### src/rtl/mem_bus_arbiter.sv
// Two-requester arbiter for the shared exmemory port: req/ack handshake,
// round-robin on ties, fixed-latency strobe sequencing, registered read data.
module mem_bus_arbiter #(
  parameter int AW      = 32,
  parameter int DW      = 32,
  parameter int MEM_LAT = 1
) (
  input  logic          clk,
  input  logic          reset,
  input  logic          req0,
  input  logic          we0,
  input  logic [AW-1:0] addr0,
  input  logic [DW-1:0] wdata0,
  output logic          ack0,
  output logic          err0,
  input  logic          req1,
  input  logic          we1,
  input  logic [AW-1:0] addr1,
  input  logic [DW-1:0] wdata1,
  output logic          ack1,
  output logic          err1,
  output logic [DW-1:0] rdata,
  output logic          mem_read,
  output logic          mem_write,
  output logic [AW-1:0] mem_addr,
  output logic [DW-1:0] mem_wdata,
  input  logic [DW-1:0] mem_rdata,
  output logic          gnt,
  output logic          busy
);

  typedef enum logic [1:0] {IDLE, BUSY, DONE} state_e;

  localparam logic [3:0] LAT = 4'(MEM_LAT);

  state_e        state_q, state_d;
  logic [3:0]    cnt_q, cnt_d;
  logic          gnt_q, gnt_d;
  logic          last_gnt_q, last_gnt_d;
  logic          we_q, we_d;
  logic          err_q, err_d;
  logic [AW-1:0] mem_addr_q, mem_addr_d;
  logic [DW-1:0] mem_wdata_q, mem_wdata_d;
  logic [DW-1:0] rdata_q, rdata_d;
  logic          win;
  logic [AW-1:0] win_addr;

  always_ff @(posedge clk) begin
    if (reset) begin
      state_q     <= IDLE;
      cnt_q       <= '0;
      gnt_q       <= 1'b0;
      last_gnt_q  <= 1'b1;
      we_q        <= 1'b0;
      err_q       <= 1'b0;
      mem_addr_q  <= '0;
      mem_wdata_q <= '0;
      rdata_q     <= '0;
    end else begin
      state_q     <= state_d;
      cnt_q       <= cnt_d;
      gnt_q       <= gnt_d;
      last_gnt_q  <= last_gnt_d;
      we_q        <= we_d;
      err_q       <= err_d;
      mem_addr_q  <= mem_addr_d;
      mem_wdata_q <= mem_wdata_d;
      rdata_q     <= rdata_d;
    end
  end

  always_comb begin
    state_d     = state_q;
    cnt_d       = cnt_q;
    gnt_d       = gnt_q;
    last_gnt_d  = last_gnt_q;
    we_d        = we_q;
    err_d       = err_q;
    mem_addr_d  = mem_addr_q;
    mem_wdata_d = mem_wdata_q;
    rdata_d     = rdata_q;
    // On a tie the requester not served last wins; otherwise whoever asks.
    win         = (req0 && req1) ? ~last_gnt_q : req1;
    win_addr    = win ? addr1 : addr0;
    case (state_q)
      IDLE: begin
        if (req0 || req1) begin
          gnt_d       = win;
          last_gnt_d  = win;
          we_d        = win ? we1 : we0;
          mem_addr_d  = win_addr;
          mem_wdata_d = win ? wdata1 : wdata0;
          if (win_addr[1:0] != 2'b00) begin
            err_d   = 1'b1;
            state_d = DONE;
          end else begin
            err_d   = 1'b0;
            cnt_d   = LAT;
            state_d = BUSY;
          end
        end
      end
      BUSY: begin
        cnt_d = cnt_q - 4'd1;
        if (cnt_q == 4'd1) begin
          state_d = DONE;
          if (!we_q) rdata_d = mem_rdata;
        end
      end
      DONE:    state_d = IDLE;
      default: state_d = IDLE;
    endcase
  end

  // Reads strobe for the whole latency window; writes strobe once on entry.
  assign mem_read  = (state_q == BUSY) && !we_q;
  assign mem_write = (state_q == BUSY) && we_q && (cnt_q == LAT);
  assign ack0      = (state_q == DONE) && !gnt_q;
  assign ack1      = (state_q == DONE) &&  gnt_q;
  assign err0      = ack0 && err_q;
  assign err1      = ack1 && err_q;
  assign busy      = (state_q != IDLE);
  assign gnt       = gnt_q;
  assign mem_addr  = mem_addr_q;
  assign mem_wdata = mem_wdata_q;
  assign rdata     = rdata_q;

endmodule

### config.mk
export PLATFORM = sky130hd
export DESIGN_NAME = mem_bus_arbiter
export DESIGN_NICKNAME = d
export VERILOG_FILES = /design/src/rtl/mem_bus_arbiter.sv
export SDC_FILE = /design/constraint.sdc
export NUM_CORES = 1
export LEC_CHECK = 0
export BUFFER_PORTS_ARGS = -buffer_cell sky130_fd_sc_hd__buf_2
export CORE_AREA = 2 2 160 123
export DETAILED_ROUTE_END_ITERATION = 6
export DIE_AREA = 0 0 162 125
export PLACE_DENSITY = 0.52
export SYNTH_ARGS = -nofsm -noshare
export SYNTH_HDL_FRONTEND = slang
export SYNTH_SLANG_ARGS = --single-unit
### constraint.sdc
create_clock -name clk -period 1.9 [get_ports clk]
set_input_delay 0.285 -clock clk [delete_from_list [all_inputs] [get_ports clk]]
set_output_delay 0.285 -clock clk [all_outputs]
set_load 0.005 [all_outputs]
Word level (Yosys, flattened, before mapping). Cells that the tools add are included.

Add/sub/neg operators: 1. Equal/unequal tests: 6. Mux-type cells: 12. Bitwise operators: 2. Reduce and logical (&&, ||, !) cells: 19.

Operators by type and width (count): 32-bit two-way mux (2); 1-bit logical AND (8); 4-bit two-way mux (2); 4-bit case mux with 2 select lines (1); 2-bit two-way mux (3); 2-bit != test (second input constant) (3); 3-bit AND reduction (2); 2-bit nonzero test (3); 4-bit by 1-bit equality test with 1-bit output (second input constant) (1); 2-bit case mux with 2 select lines (1); 2-bit AND reduction (2); 4-bit by 1-bit subtractor with 4-bit output (second input constant) (1); 1-bit two-way mux (3); 2-bit by 1-bit equality test with 1-bit output (second input constant) (1); 2-bit equality test (second input constant) (1); 1-bit logical NOT (2); 2-bit logical NOT (1); 1-bit NOT (2); 1-bit logical OR (1).

Register bits after elaboration: 106. Bits of input ports: 166. Logic and storage cells: 49.

Longest topological paths before layout. Gate-level depths: netlist (run 1).

Depth after elaboration: 7. Depth in mapped cells: 8. Mapped depth without buffers: 6.

Worst setup path after synthesis (run 1). Ideal clock, no wire load.

Path type: reg2reg. Start point: register cnt_q[1]. End point: register rdata_q[10] (netlist: rdata[10]). Setup time: 70 ps. Arrival: 1325 ps. Setup slack: 505 ps. Cell stages (with the launch flop): 9. Period minus slack after synthesis: 1395 ps. Cells stage by stage: dfxtp_1 > inv_1 > ha_1 > nor3b_2 > and2_1 > buf_2 > buf_2 > nand2_1 > a21oi_1.

Cells in the longest elaborated chain, start to end: 2.

RTL lines: start, declared (line 37) `logic [3:0] cnt_q, cnt_d;`; start signal, assigned (line 61) `cnt_q <= cnt_d;`; 4-bit by 1-bit equality test with 1-bit output (line 105) `if (cnt_q == 4'd1) begin`; 3-bit AND reduction (no line); end signal, assigned (line 68) `rdata_q <= rdata_d;`; end, declared (line 44) `logic [DW-1:0] rdata_q, rdata_d;`.

Every way passes these cells. A chain may end at the register's enable or synchronous reset.

Worst setup path in the final report (run 1).
Start point: register cnt_q[1]. End point: output port mem_write.

Cells in the longest elaborated chain, start to end: 2.

RTL lines: 4-bit by 1-bit equality test with 1-bit output (line 117) `assign mem_write = (state_q == BUSY) && we_q && (cnt_q == LAT);`; 1-bit logical AND (line 117); end, declared (line 24) `output logic mem_write,`.

Every way passes these cells.

==> reports/metrics.cfg, run 1 <==
[critical_path]
path_cells=inv_1 > ha_1 > nor3b_4 > and3_1 > buf_2
crit_path_max_fanout=5
cp-start-kind=flop
slowest_stage=dfxtp_1
critPathBufInv=2
end_kind=output pin
critPathTopFamily=simple AND/OR/NAND/NOR gates
worstSetupPathType=flop to output pin
worstPathArrival_ps=1490
required_ps=1620
cpPeakStageDelay_ps=330

[hold_path]
hp-class=primary input to flop

[sta]
setup_violations=0
worst_pin_slew_ps=389
fin_setup_tns_ps=0
rsz0062_at_grt=false
period_share_pct=93.3
period_minus_slack_ps=1770
clock_skew_ps=5.93
slew_viol_final=0
relSlewSlack_pct=74.1
fmax_ghz=0.564
hold_violations=0

[clock_tree]
numClockSinks=106
htreeDepth=3
clk_latency_ps=350
postCtsHoldBufs=0
cts_root_buf=clkbuf_16
path_clk_slew_ps=70
cts_made_buffers=9
clock_path_buffers=2
cts_tree=done

[placement]
place.gp.congestion=0.716
dp_hpwl_um=10100
io_buffers=269

[global_routing]
overflow=0
grt_pass1_wl_um=21100
first_global_vias=3997
grt_max_degree=53
antenna_found_initial=0
grtUsageTotal_pct=13.0

[route]
drt_iter0_drc=201
firstDrtPassIters=4
postRouteAntennaNets=0
wl_per_cell_um=13.3
drc=0
vias=4329
wirelength_um=13400
vias_per_cell=4.29

[power_and_ir_drop]
p_per_area_mw_per_mm2=897
totalPowerFinal_mw=5.90
p_leak_nw=3.06
ir_drop_mv=0.409

[synth]
synth_top_area_share_pct=46.1
ys_ff_latch=106
synth.area.top_cells=dfxtp_1 46%, mux2i_1 14%, a211oi_1 7.3%
yosys_warnings=0
syn_area_per_cell_um2=9.25
ys_seq_area_share_pct=46.1
syn-num-nets=665
syn_inst=497
syn_area_mm2=0.00460
synth_area_leader_cell=dfxtp_1
synth_cell_types=33

[layout]
fillers=2000
synthToLayoutAreaGrowth_pct=43.1
insertedDiodeCount=0
final_nets=918
drive_gt1_share_pct=43.4
mostFrequentLayoutCell=buf_2
mostFrequentLayoutCells=268 x buf_2, 106 x dfxtp_1, 73 x nor2_1

[floorplanning]
core_mm2=0.0188
die_w_um=162
die-area_mm2=0.0203
initial_core_util_pct=24.4
ioPinCount=270
die_h_um=125
rows=44

[flow_run]
maxCapViolCount=0

[run_status]
outcome=finished clean

==> report_power, final <==
part	switching (mW)	total [mW]	internal (mW)	leakage [nW]
logic	0.664	1.29	0.624	2.03
registers	0.116	2.56	2.44	0.873
clock network	0.883	2.05	1.17	0.158
==> registers in the layout (all words and copies together), names as in the netlist <==
| register | count |
|---|---|
| we_q | 1 |
| last_gnt_q | 1 |
| mem_wdata | 32 |
| mem_addr | 32 |
| rdata | 32 |
| err_q | 1 |
| gnt | 1 |
| cnt_q | 4 |
| state_q | 2 |
==> Yosys cell counts, drive strengths merged <==
master and n:
a211oi 65, a21boi 1, a21o 1, a21oi 38
a22oi 3, and2 3, and3 1, and3b 1
buf 26, clkbuf 16, dfxtp 106, ha 2
inv 3, mux2 2, mux2i 66, nand2 71
nand3 1, nand3b 2, nor2 74, nor2b 3
nor3 2, nor3b 3, o21ai 3, o2bb2ai 1
o31a 1, or2 2
==> tightest hold or removal path, cell delays in order <==
cell,delay (ps)
buf_2,90
nand2_1,40
a21oi_1,50
==> path summary, 6_finish.rpt <==
| kind | cells after the start | start | slack, ps | to |
|---|---|---|---|---|
| worst min register to register | 2 | rdata[27] | 450 | rdata[27] |
| worst max-delay path | 5 | cnt_q[1] | 130 | mem_write |
| worst max register to register | 4 | last_gnt_q | 370 | mem_wdata[13] |
| worst min-delay path | 3 | mem_rdata[22] | 170 | rdata[22] |
==> routing by layer <==
metal / global-route usage (%) / vias up / wire length, um
met5: 0 / - / 0
li1: - / 2249 / -
met4: 4.84 / 0 / 323
met3: 3.19 / 21 / 805
met1: 17.2 / 1923 / 6220
met2: 20.4 / 136 / 6060
==> metrics by stage <==
| step | utilization, % | std cells | worst slack, ps | hold WS (ps) | instance area (um^2) |
|---|---|---|---|---|---|
| 2_1_floorplan | - | 497 | 505 | 421 | 4600 |
| 3_3_place_gp | 33.2 | 992 | 300 | 440 | 6250 |
| 3_5_place_dp | 33.2 | 992 | 300 | 443 | 6250 |
| 4_1_cts | 34.9 | 1008 | 57.3 | 140 | 6570 |
| 5_1_grt | 35.0 | 1008 | 20.4 | 158 | 6580 |
| 6_report | 35.0 | 1008 | 126 | 168 | 6580 |
==> logic make-up (layout without fill, tap and decap cells) <==
group | Yosys count | after routing | share of synthesized area (%)
buffers and inverters | 45 | 303 | 5.17
multiplexers | 68 | 68 | 14.9
adder cells (fa/ha/maj) | 2 | 2 | 0.544
flip-flops | 106 | 106 | 46.1
AND/OR/NAND/NOR | 163 | 163 | 14.8
AO/OA/AOI/OAI | 113 | 113 | 18.5
==> timing repair <==
item	CTS	global route
setup endpoints to repair	0	1
gates resized for setup	0	2
buffers inserted	0	0
==> final cells by class <==
cell class	instances	area (um^2)	area share, %
Sequential cell	106	2120	32.2
Multi-Input combinational cell	346	2260	34.3
Timing Repair Buffer	284	1550	23.5
Tap cell	253	317	4.81
Inverter	3	11.3	0.171
Clock buffer	9	225	3.42
Clock inverter	7	101	1.54
Power figures use the tool's default switching activity.
==> run 2: changes to the inputs <==
--- a/config.mk
+++ b/config.mk
@@ -9,6 +9,7 @@
 export CORE_AREA = 2 2 160 123
 export DETAILED_ROUTE_END_ITERATION = 6
 export DIE_AREA = 0 0 162 125
+export HOLD_SLACK_MARGIN = 0.15
 export PLACE_DENSITY = 0.52
 export SYNTH_ARGS = -nofsm -noshare
 export SYNTH_HDL_FRONTEND = slang
==> constraint.sdc (replaced) <==
create_clock -name clk -period 2.1 [get_ports clk]
set_input_delay 0.315 -clock clk [delete_from_list [all_inputs] [get_ports clk]]
set_output_delay 0.315 -clock clk [all_outputs]
set_load 0.005 [all_outputs]
==> run 2 against run 1 <==
  * Wire length shrank 3.6%
  * Worst setup slack improved by 150 ps
  * Die area unchanged
  * Global-route usage down 0.28 points
  * Hold slack improved by 29 ps
  * Power is 7.9% lower
  * First-iteration DRC count down 0.50%
  * Count of clock-buffer cells in the layout rose by 2
  * Clock skew up 1.5 ps
  * Via count down 1.1%
  * Clock power fell by 3%
  * Non-clock buffer count shrank 5
  * Largest power group unchanged
  * Highest routed layer unchanged
==> reports/metrics.cfg, run 2 (synthesis results as in run 1) <==
[run_status]
outcome=finished clean

[placement]
place_area_mm2=0.00618
dp_hpwl_um=9500
post-place-ws_ps=425
io_buffers=269
place.gp.congestion=0.739

[sta]
relSlewSlack_pct=69.0
fin_setup_tns_ps=0
finalHoldWorstSlack_ps=198
slew_viol_final=0
clock_skew_ps=7.38
rsz0062_at_grt=false
fmax_ghz=0.550
setup_violations=0
hold_violations=0
worst_pin_slew_ps=463
setup_ws_ps=281
period_minus_slack_ps=1820
period_share_pct=86.6

[power_and_ir_drop]
seq_power_share_pct=42.6
ir_drop_mv=0.331
p_sw_mw=1.45
p_leak_nw=3.04
p_per_area_mw_per_mm2=831
p_clk_share_pct=36.5
internal_power_mw=3.98
swShare_pct=26.7
combPwrFrac_pct=20.9

[layout]
mostFrequentLayoutCells=268 x buf_2, 106 x dfxtp_1, 73 x nor2_1
utilization_pct=34.7
insertedDiodeCount=0
finish.instance_area_mm2=0.00654
mostFrequentLayoutCell=buf_2
synthToLayoutAreaGrowth_pct=42.1
drive_gt1_share_pct=42.9
final_nets=913

[clock_tree]
numClockSinks=106
postCtsHoldBufs=0
cts_tree=done
path_clk_slew_ps=70
cts_resized=0
htreeDepth=3
cts_setup_buffers=0
clock_path_buffers=2
cts_made_buffers=9
cts_root_buf=clkbuf_16
clk_latency_ps=350

[critical_path]
worstPathArrival_ps=1500
crit_path_max_fanout=5
cp-start-kind=flop
critPathTopFamily=simple AND/OR/NAND/NOR gates
cpPeakStageDelay_ps=320
required_ps=1780
slowest_stage=dfxtp_1
path_cells=inv_1 > ha_1 > nor3b_2 > and3_1 > buf_2
end_kind=output pin
worstSetupPathType=flop to output pin
critPathBufInv=2

[route]
wl_per_cell_um=12.9
firstDrtPassIters=4
drc=0
postRouteAntennaNets=0
wirelength_um=12900
vias=4281
drt_iter0_drc=200
vias_per_cell=4.27

[floorplanning]
rows=44
die_w_um=162
core_mm2=0.0188
ioPinCount=270
initial_core_util_pct=24.4
die_h_um=125
die-area_mm2=0.0203

[hold_path]
hp-class=primary input to flop

[global_routing]
grtUsageTotal_pct=12.7
overflow=0
grt_max_degree=101
grt_pass1_wl_um=20800
first_global_vias=4117
antenna_found_initial=0

[flow_run]
maxCapViolCount=0

-- run 2: cell count changes in the layout (fill, tap and decap cells not counted), sizes merged --
cell | before | now
buf | 284 | 279
clkinvlp | 1 | 0
clkinv | 2 | 1
clkbuf | 9 | 11
bufinv | 2 | 3
inv | 5 | 3
-- run 2: worst paths after layout --
| path | start | end | slack, ps | depth (start not counted) |
|---|---|---|---|---|
| setup / recovery | cnt_q[1] | mem_write | 280 | 5 |
| hold / removal | mem_rdata[0] | rdata[0] | 200 | 3 |
| setup reg to reg | cnt_q[1] | rdata[13] | 470 | 7 |
| hold reg to reg | rdata[2] | rdata[2] | 450 | 2 |
-- run 2: stage by stage --
step / total power, mW / std cells
2_1_floorplan: 3.04 / 497
3_3_place_gp: 3.51 / 987
3_5_place_dp: 3.52 / 987
4_1_cts: 5.54 / 1002
5_1_grt: 5.75 / 1002
6_report: 5.43 / 1002
-- run 2: power groups by stage --
stage / Clock (mW) / Sequential, mW / Combinational (mW)
6_report: 1.99 / 2.31 / 1.13
5_1_grt: 2.14 / 2.34 / 1.27
4_1_cts: 2.07 / 2.32 / 1.16
3_5_place_dp: 0 / 2.36 / 1.16
3_3_place_gp: 0 / 2.36 / 1.15
2_1_floorplan: 0 / 2.38 / 0.663
-- run 2: area by class of cell --
cell class | count | area [um^2]
Fill cell | 2001 | 12300
Multi-Input combinational cell | 346 | 2250
Sequential cell | 106 | 2120
Timing Repair Buffer | 279 | 1490
Clock inverter | 4 | 98.8
Inverter | 3 | 11.3
Tap cell | 253 | 317
Clock buffer | 11 | 253
-- run 2: layer usage --
layer | track usage [%] | wire (um) | vias to the layer above
met4 | 5.00 | 295 | 0
met5 | 0 | 0 | -
met3 | 3.35 | 793 | 19
li1 | - | - | 2228
met2 | 20.8 | 5990 | 129
met1 | 15.9 | 5850 | 1905
-- run 2: worst min-delay path, delay by kind of cell --
kind | cells | cell delay (ps)
simple gates | 1 | 40
compound gates | 1 | 50
buf+inv | 1 | 90
